[src/rtl/iterative_muldiv.sv]
// Radix-2 iterative multiply / restoring divide unit, one bit per cycle, 64-bit result in hi/lo.
// Optional signed support is compiled in with `define MULDIV_SIGNED_EN (adds the FIX state).
module iterative_muldiv #(
  parameter int WIDTH = 32,
  parameter int CNT_W = 6
) (
  input  logic             clk,
  input  logic             reset,
  input  logic             start,
  input  logic             op,
  input  logic             signedOp,
  input  logic [WIDTH-1:0] opA,
  input  logic [WIDTH-1:0] opB,
  output logic             busy,
  output logic             done,
  output logic [WIDTH-1:0] hi,
  output logic [WIDTH-1:0] lo,
  output logic             divByZero,
  output logic [1:0]       stateDbg
);

  // Handshake: start is taken only when the FSM is in IDLE; busy is high from the
  // cycle after acceptance until the result lands; done pulses for one cycle with hi/lo valid.

  typedef enum logic [1:0] {
    IDLE = 2'd0,
    RUN  = 2'd1,
    DONE = 2'd2
`ifdef MULDIV_SIGNED_EN
    , FIX = 2'd3
`endif
  } stateT;

`ifdef MULDIV_SIGNED_EN
  localparam bit SIGNED_EN = 1'b1;
`else
  localparam bit SIGNED_EN = 1'b0;
`endif

  localparam logic [CNT_W-1:0] LAST = CNT_W'(WIDTH - 1);

  stateT            state;
  logic [CNT_W-1:0] cnt;
  logic             opL;
  logic [WIDTH-1:0] mcand;   // multiplicand or divisor
  logic [WIDTH-1:0] acc;     // product upper half or partial remainder
  logic [WIDTH-1:0] low;     // multiplier / dividend shifting out, product low / quotient shifting in

  logic             signedReq;
  logic [WIDTH-1:0] absA;
  logic [WIDTH-1:0] absB;
  logic [WIDTH:0]   mulSum;
  logic [WIDTH:0]   divShift;
  logic [WIDTH-1:0] divDiff;
  logic             divGe;
  logic [WIDTH-1:0] stepAcc;
  logic [WIDTH-1:0] stepLow;

  assign stateDbg  = state;
  assign signedReq = SIGNED_EN && signedOp;
  assign absA      = (signedReq && opA[WIDTH-1]) ? -opA : opA;
  assign absB      = (signedReq && opB[WIDTH-1]) ? -opB : opB;

  always_comb begin
    mulSum   = {1'b0, acc} + (low[0] ? {1'b0, mcand} : '0);
    divShift = {acc, low[WIDTH-1]};
    divGe    = divShift >= {1'b0, mcand};
    divDiff  = divShift[WIDTH-1:0] - mcand;
    stepAcc  = acc;
    stepLow  = low;
    if (!opL) begin
      stepAcc = mulSum[WIDTH:1];
      stepLow = {mulSum[0], low[WIDTH-1:1]};
    end else if (divGe) begin
      stepAcc = divDiff;
      stepLow = {low[WIDTH-2:0], 1'b1};
    end else begin
      stepAcc = divShift[WIDTH-1:0];
      stepLow = {low[WIDTH-2:0], 1'b0};
    end
  end

`ifdef MULDIV_SIGNED_EN
  logic                 signedL;
  logic                 negA;
  logic                 negB;
  logic [2*WIDTH-1:0]   prodNeg;

  assign prodNeg = -{acc, low};
`endif

  always_ff @(posedge clk) begin
    if (reset) begin
      state     <= IDLE;
      cnt       <= '0;
      opL       <= 1'b0;
      mcand     <= '0;
      acc       <= '0;
      low       <= '0;
      busy      <= 1'b0;
      done      <= 1'b0;
      hi        <= '0;
      lo        <= '0;
      divByZero <= 1'b0;
`ifdef MULDIV_SIGNED_EN
      signedL   <= 1'b0;
      negA      <= 1'b0;
      negB      <= 1'b0;
`endif
    end else begin
      unique case (state)
        IDLE: begin
          done <= 1'b0;
          if (start) begin
            opL       <= op;
            cnt       <= '0;
            acc       <= '0;
            divByZero <= 1'b0;
`ifdef MULDIV_SIGNED_EN
            signedL   <= signedReq;
            negA      <= signedReq && opA[WIDTH-1];
            negB      <= signedReq && opB[WIDTH-1];
`endif
            if (op && (opB == '0)) begin
              // Divide by zero bypasses the iterations entirely.
              hi        <= opA;
              lo        <= '1;
              divByZero <= 1'b1;
              done      <= 1'b1;
              state     <= DONE;
            end else begin
              mcand <= op ? absB : absA;
              low   <= op ? absA : absB;
              busy  <= 1'b1;
              state <= RUN;
            end
          end
        end
        RUN: begin
          acc <= stepAcc;
          low <= stepLow;
          cnt <= cnt + CNT_W'(1);
          if (cnt == LAST) begin
`ifdef MULDIV_SIGNED_EN
            if (signedL) begin
              state <= FIX;
            end else begin
`else
            begin
`endif
              hi    <= stepAcc;
              lo    <= stepLow;
              busy  <= 1'b0;
              done  <= 1'b1;
              state <= DONE;
            end
          end
        end
`ifdef MULDIV_SIGNED_EN
        FIX: begin
          // Magnitude result is corrected here: quotient/product by sign XOR, remainder by dividend sign.
          if (!opL) begin
            {hi, lo} <= (negA ^ negB) ? prodNeg : {acc, low};
          end else begin
            lo <= (negA ^ negB) ? -low : low;
            hi <= negA ? -acc : acc;
          end
          busy  <= 1'b0;
          done  <= 1'b1;
          state <= DONE;
        end
`endif
        DONE: begin
          done  <= 1'b0;
          state <= IDLE;
        end
        default: state <= IDLE;
      endcase
    end
  end

endmodule
[config.mk]
export PLATFORM = sky130hd
export DESIGN_NAME = iterative_muldiv
export DESIGN_NICKNAME = d
export VERILOG_FILES = /design/src/rtl/iterative_muldiv.sv
export SDC_FILE = /design/constraint.sdc
export NUM_CORES = 1
export LEC_CHECK = 0
export ABC_AREA = 1
export BUFFER_PORTS_ARGS = -buffer_cell sky130_fd_sc_hd__buf_4
export CAP_MARGIN = 30
export CELL_PAD_IN_SITES_DETAIL_PLACEMENT = 1
export CELL_PAD_IN_SITES_GLOBAL_PLACEMENT = 1
export CORE_MARGIN = 4
export CORE_UTILIZATION = 42
export DETAILED_ROUTE_END_ITERATION = 7
export PLACE_DENSITY_LB_ADDON = 0.1
export SYNTH_ARGS = -nofsm -noshare
export SYNTH_HDL_FRONTEND = slang
export SYNTH_SLANG_ARGS = --single-unit
[constraint.sdc]
create_clock -name clk -period 3.3 [get_ports clk]
set_input_delay 0.165 -clock clk [delete_from_list [all_inputs] [get_ports clk]]
set_output_delay 0.165 -clock clk [all_outputs]
set_load 0.02 [all_outputs]
* Word-level counts from Yosys, hierarchy flattened
Cells that the tools add are included.
Storage, ports and cells: output and inout port bits 69, register bits 172, word-level logic and storage cells 70, bits of input ports 69
Cells by class: mux-type cells 34, reduce and logical (&&, ||, !) cells 13, equal/unequal tests 7, order comparisons 1, add/subtract/negate cells 3, bitwise gates (word level) 1
Operator list (number):
- $mux W32 | 15
- $pmux W32 S2 | 4
- $add A32 B32 Y33 | 1
- $ge A33 B32 Y1 | 1
- $logic_not A32 Y1 | 1
- $sub A32 B32 Y32 | 1
- $pmux W6 S2 | 1
- $ne A2 B2 Y1 const B | 4
- $reduce_and A2 Y1 | 4
- $reduce_and A4 Y1 | 2
- $mux W1 | 7
- $add A6 B1 Y6 const B | 1
- $eq A6 B5 Y1 const B | 1
- $mux W2 | 3
- $mux W6 | 1
- $reduce_and A3 Y1 | 2
- $pmux W2 S2 | 1
- $pmux W1 S3 | 1
- $reduce_bool A3 Y1 | 1
- $eq A2 B1 Y1 const B | 1
- $eq A2 B2 Y1 const B | 1
- $logic_not A2 Y1 | 1
- $pmux W1 S2 | 1
- $reduce_bool A2 Y1 | 1
- 2 further kinds | 2

* Longest topological paths before layout
Gate-level depths: netlist (run 1).
depth after elaboration 5, gate-level depth with buffers 19, mapped depth without buffers 18

* Worst setup path after synthesis (run 1)
OpenSTA, ideal clock, no wires.
kind register to register, from register low[0], to register acc[17], library setup time 128 ps, cell stages (with the launch flop) 20, clock period less this slack 2384 ps, data required time 3172 ps, data arrival time 2256 ps, setup slack 916 ps, path buffers 2, cells stage by stage dfxtp_1 > clkbuf_1 > clkbuf_1 > nand2_1 > inv_1 > ha_1 > fa_1 > nand3_1 > nand2_1 > nand2_1 > nand2_1 > nand2_1 > nand2_1 > nand2_1 > a21oi_1 > nand3b_1 > nand2_1 > inv_1 > nand2_1 > a21oi_1
On the way: cells in the longest elaborated chain, start to end 4
Ends and longest elaborated chain:
- start, declared | line 47 | logic [WIDTH-1:0] low;
- start signal, assigned | line 133 | low <= op ? absA : absB;
- start signal, assigned | line 141 | low <= stepLow;
- $mux W32 | line 65 | mulSum = {1'b0, acc} + (low[0] ? {1'b0, mcand} : '0);
- $add A32 B32 Y33 | line 65
- $mux W32 | line 71 | if (!opL) begin
- $pmux W32 S2 | line 111 | unique case (state)
- end signal, assigned | line 140 | acc <= stepAcc;
- end, declared | line 46 | logic [WIDTH-1:0] acc;
Every way passes these cells. A chain may end at the register's enable or synchronous reset.

* Worst setup path after layout (run 1)
from register low[0], to register acc[15]
Same word-level chain as after synthesis.

==> results of run 1 <==
==> final timing paths <==
check | startpoint | endpoint | depth (start not counted)
worst max-delay path | low[0] | acc[15] | 16
worst min-delay path | opA[30] | hi[30] | 3
worst max register to register | low[0] | acc[15] | 16
worst min register to register | lo[29] | lo[29] | 2
==> cells by family after synthesis <==
logic type	after synthesis
flip-flops	172
AO/OA/AOI/OAI	582
adder cells (fa/ha/maj)	70
buffers and inverters	350
XOR/XNOR	32
AND/OR/NAND/NOR	877
==> area by class of cell <==
type	instances	area, um2	share of cell area
clock buffer	18	429	0.0288
clock inverter	14	158	0.0106
inverter	249	936	0.0628
multi-input combinational	1561	7950	0.533
sequential	172	3440	0.231
tap	390	488	0.0327
timing repair buffer	191	1500	0.101
==> metrics by stage <==
stage	cell area [um2]	power [mW]	cells	setup slack (ns)	hold WS [ns]
6_report	14900	8.87	2595	0.311	0.0248
5_1_grt	14900	9.48	2595	0.156	0.0171
4_1_cts	14900	8.87	2594	0.344	0.00857
3_5_place_dp	14300	6.73	2562	0.364	0.476
3_3_place_gp	14300	6.62	2561	0.390	0.467
2_1_floorplan	12800	5.36	2083	0.916	0.326
==> sequential cells by signal (all words and copies together), names as in the netlist <==
register	cells
acc	32
busy	1
cnt	6
divByZero	1
done	1
hi	32
lo	32
low	32
mcand	32
opL	1
stateDbg	2
==> synthesized netlist by cell type, types with 8 or more instances <==
cell type / instances
o21bai_1: 19
nand2_1: 521
nand2_2: 9
o211ai_1: 14
clkbuf_1: 72
buf_2: 11
xnor2_1: 14
a21oi_1: 248
buf_1: 8
nand3_1: 125
nor2_1: 157
a211oi_1: 21
xor2_1: 18
nor3_1: 17
nand3b_1: 8
nand4_1: 8
dfxtp_1: 172
o21ai_0: 250
inv_1: 242
nor2_2: 8
a31oi_1: 8
ha_1: 68
==> routing by layer <==
metal	global-route usage	wire length [um]	share of wire	vias to the layer above
met5	0	0	0	-
met4	0.125	2170	0.041	0
met3	0.0452	2630	0.049	87
met2	0.512	24500	0.46	401
met1	0.419	23900	0.45	7033
li1	-	-	-	7110
==> power breakdown <==
part           total [mW]  internal, mW  switching, mW
clock network        2.10          1.13          0.963
registers            2.57          2.33          0.235
logic                4.20          1.37           2.84
==> worst max-delay path, cell delays in order, from the launching register on <==
cell and delay [ns]:
dfxtp_1 0.33, buf_12 0.17, nand2_1 0.09, inv_1 0.04, ha_1 0.20, fa_1 0.43, nand3_1 0.10, nand2_1 0.21
nand2_1 0.12, o211ai_1 0.14, nand2_1 0.13, nand2_1 0.19, xor2_1 0.21, o21ai_0 0.19, inv_1 0.06, nand2_1 0.17
a21oi_1 0.09
==> metrics.txt, run 1 <==
status complete, no violations; Synth Area in Adders 0.0697; # fillers approximately 4.1k; Worst EP required 3.61 ns; R2R Setup Slk roughly 0.31 ns; Area Growth Syn to Fin 16.6%; CTS tree done; xor and xnor area share after synthesis 0.0219; CP arrival ~3.3 ns; CTS Root Cell clkbuf_16; mean post-synth cell area 6.14 um2; CTS max path bufs 2; Relative slew margins 0.403; drt wl/cell 20.5 um; CORE AREA 29900 um2; Yosys Warn Count 0; unrepaired setup endpoints after global routing false; Post-Syn Nets 2222; WL final 53.2 mm; layout cells sized above 1 0.122; area leader, netlist dfxtp_1; initial drt markers 885; fmax 335 MHz; cts hold-fix bufs 0; fin util 0.499; multiplexer share of the synthesized area 0; Resized cells post-CTS 0; nets@finish 2331; via count 14.6k; FF+latch count, synth 172; commonest cells after routing, fill and taps aside nand2_1, o21ai_0, a21oi_1, inv_1, buf_4; HP Class input pin to flip-flop; Die Y between 150 and 200 um; vias in the first global route approximately 14k; Setup Crit Path Kind flip-flop to flip-flop; H-Tree Depth 4; Mapped Cells between 2k and 2.5k; worst clock skew 0.0154 ns; Clock Sinks approximately 170; routability cong. between 0.9 and 1; Synth cell types 44; Main synth FF type dfxtp_1; clk slew on worst S/H paths 0.07 ns; Final Cycle Share 0.906; TritonRoute pass-1 iters 5; All-Layer GR Usage 0.314; Slew Viols, Final 0; largest net degree at the start of global routing 104; clk_lat worst skew about 0.45 ns; site row count 63; most common cell after layout, fill and taps aside nand2_1; post-route ant nets 0; # port buffers roughly 140; Seq/Total Area, Yosys 0.269; Synth Area in Compound Gates 0.243; P_leak 7.18 nW; fin crit period 2.99 ns; TritonCTS Buffers 17; Via density roughly 5.6; Startpoint Class flip-flop; HPWL after detailed placement 41.6 mm; transition time of the tightest slew-check pin 0.896 ns; Ports between 100 and 150; Hold Vio Cnt, Final 0; main combinational cell family by area after synthesis simple AND/OR/NAND/NOR gates; maximum VDD drop roughly 0.00039 V; P per Cell Area about 590 nW/um2; CP Capture Type flip-flop; Area contributors post-synth dfxtp_1, nand2_1, o21ai_0, a21oi_1, inv_1; first-pass GRT wire length 82.1 mm; DR DRC count 0; ys async rst share 0; synthesized-area fraction occupied by and/or/nand/nor cells 0.287; effective utilization at floorplan 0.428; Die ar. 33300 um2; Max Cap Viol 0; Die X 182 um; GR Overflow Total 0; Synth Cell Area 12800 um2; EDFF count, synth 0; diode count 0; Post-CTS Setup Bufs 0; top-area cell type share of the netlist area 0.269; initial antenna violation count 0; Final Setup Violations 0; Worst Path Max Fanout 34; Setup TNS 0 ns
No activity file was read; power rests on OpenSTA's default activity.
==> inputs of run 2 (changes only) <==
Settings changed: CORE_MARGIN 4 to 2, CORE_UTILIZATION 42 to 38.
Clock period 3.3 ns to 2.6 ns, I/O delays scaled along.
==> run 2 against run 1 <==
Against the previous run:
- sequential power grew 30%
- global-route usage shrank 0.12 points
- clock power increased by 39%
- first-iteration DRC count is 33% higher
- largest cell class unchanged
- largest power group unchanged
- highest routed layer unchanged
==> metrics.txt, run 2 (synthesized netlist as in run 1, its figures left out) <==
via count 15.2k (was 14.6k); Die Y 187 um (was 182 um); All-Layer GR Usage 0.313 (was 0.314); largest net degree at the start of global routing 104 (unchanged); Final Setup Violations 0 (unchanged); CORE AREA 33400 um2 (was 29900 um2); HP Class input pin to flip-flop (unchanged); first-pass GRT wire length 86.0 mm (was 82.1 mm); transition time of the tightest slew-check pin 0.874 ns (was 0.896 ns); Worst EP required 2.90 ns (was 3.61 ns); H-Tree Depth 4 (unchanged); worst clock skew 0.0131 ns (was 0.0154 ns); most common cell after layout, fill and taps aside nand2_1 (unchanged); initial drt markers 1173 (was 885); maximum VDD drop 0.000512 V (was 0.000390 V); PnR worst setup slack 0.0641 ns (was 0.311 ns); total chip power 12.9 mW (was 8.87 mW); Area Growth Syn to Fin 34.2% (was 16.6%); # fillers 4451 (was 4119); Clock Sinks 172 (unchanged); commonest cells after routing, fill and taps aside nand2_1, buf_4, inv_1, o21ai_0, a21oi_1 (was nand2_1, o21ai_0, a21oi_1, inv_1, buf_4); Ports 138 (unchanged); unrepaired setup endpoints after global routing true (was false); post-route cell area 17200 um2 (was 14900 um2); layout cells sized above 1 0.250 (was 0.122); WL final 57.3 mm (was 53.2 mm); GR Overflow Total 0 (unchanged); Worst Path Max Fanout 11 (was 34); nets@finish 2445 (was 2331); CTS Root Cell clkbuf_16 (unchanged); Max Cap Viol 0 (unchanged); CP Capture Type flip-flop (unchanged); Hold Vio Cnt, Final 0 (unchanged); initial antenna violation count 0 (unchanged); Die X 187 um (was 182 um); Placed Area 15100 um2 (was 14300 um2); clk_lat worst skew 0.45 ns (about the same); HPWL after detailed placement 43.6 mm (was 41.6 mm); clk slew on worst S/H paths 0.07 ns (about the same); CTS tree done (unchanged); hold_ws 0.00765 ns (was 0.0248 ns); P_leak 7.88 nW (was 7.18 nW); routability cong. 1.00 (was 0.959); post-route ant nets 0 (unchanged); diode count 0 (unchanged); P per Cell Area 754 nW/um2 (was 595 nW/um2); Setup TNS 0 ns (unchanged); TritonCTS Buffers 17 (unchanged); Slew Viols, Final 0 (unchanged); CTS max path bufs 2 (unchanged); Die ar. 35100 um2 (was 33300 um2); effective utilization at floorplan 0.383 (was 0.428); worst slack at placement -0.0973 ns (was 0.364 ns); DR DRC count 0 (unchanged); vias in the first global route 15.1k (was 14.4k); Via density 5.51 (was 5.64); # port buffers 136 (unchanged); Startpoint Class flip-flop (unchanged); fmax 394 MHz (was 335 MHz); Relative slew margins 0.417 (was 0.403); drt wl/cell 20.7 um (was 20.5 um); site row count 67 (was 63); TritonRoute pass-1 iters 5 (unchanged); Final Cycle Share 0.975 (was 0.906); CP arrival 2.84 ns (was 3.30 ns); status complete, no violations (unchanged); Setup Crit Path Kind flip-flop to flip-flop (unchanged); fin crit period 2.54 ns (was 2.99 ns)
run 2: cell types whose count changed in the layout (fill, tap and decap cells not counted), sizes merged:
cell / delta
clkinv: -1
clkbuf: +1
inv: +1
buf: +98
clkinvlp: -1
dlygate4sd3: +14
bufinv: +2
run 2: where the power goes:
part	internal (mW)	switching, mW	total, mW	leakage, nW
logic	2.59	4.08	6.67	6.15
registers	2.98	0.367	3.35	1.42
clock network	1.65	1.27	2.92	0.315
run 2: metal layers:
layer,part of all wire,GRT usage,vias up
li1,-,-,7312
met1,0.45,0.428,7414
met2,0.48,0.533,444
met3,0.050,0.0295,71
met4,0.021,0.0739,0
met5,0,0,-
run 2: path summary, 6_finish.rpt:
check / from / depth (start not counted) / end / slack, ns
max: low[0] / 16 / acc[21] / 0.06
min: opA[22] / 3 / hi[22] / 0.008
max reg2reg: low[0] / 16 / acc[21] / 0.06
min reg2reg: lo[27] / 2 / lo[27] / 0.49
run 2: worst max-delay path, cell delays in order (launching register included):
cell and delay [ns]:
dfxtp_4 0.38, clkbuf_16 0.19, nand2_1 0.07, inv_1 0.04
ha_1 0.33, a21oi_1 0.23, o21ai_1 0.11, inv_1 0.15
nor2_2 0.06, o21ai_1 0.29, nand3_1 0.14, nand2_1 0.08
nand3_1 0.06, nand2_1 0.06, inv_1 0.04, nand2_1 0.09
a21oi_1 0.07
run 2: repair_timing:
action,in CTS,in global routing
resized for setup,20,251
setup endpoints to repair,27,68
setup buffers,0,14
pin swaps,1,29
endpoints found under the hold margin,11,0
gates cloned,0,2
hold buffers,14,0
run 2: layout make-up:
type,count,area (um2),area share
clock buffers,17,425,0.0248
flip-flops and latches,172,3490,0.203
clock inverters,15,223,0.0130
repair buffers,305,2500,0.146
multi-input cells,1561,9020,0.525
well taps,448,561,0.0327
inverters,249,946,0.0551
run 2: through the flow:
| step | utilization | std cells |
|---|---|---|
| 5_1_grt | 0.514 | 2767 |
| 2_1_floorplan | - | 2083 |
| 3_3_place_gp | 0.452 | 2705 |
| 4_1_cts | 0.477 | 2751 |
| 6_report | 0.514 | 2767 |
| 3_5_place_dp | 0.452 | 2705 |
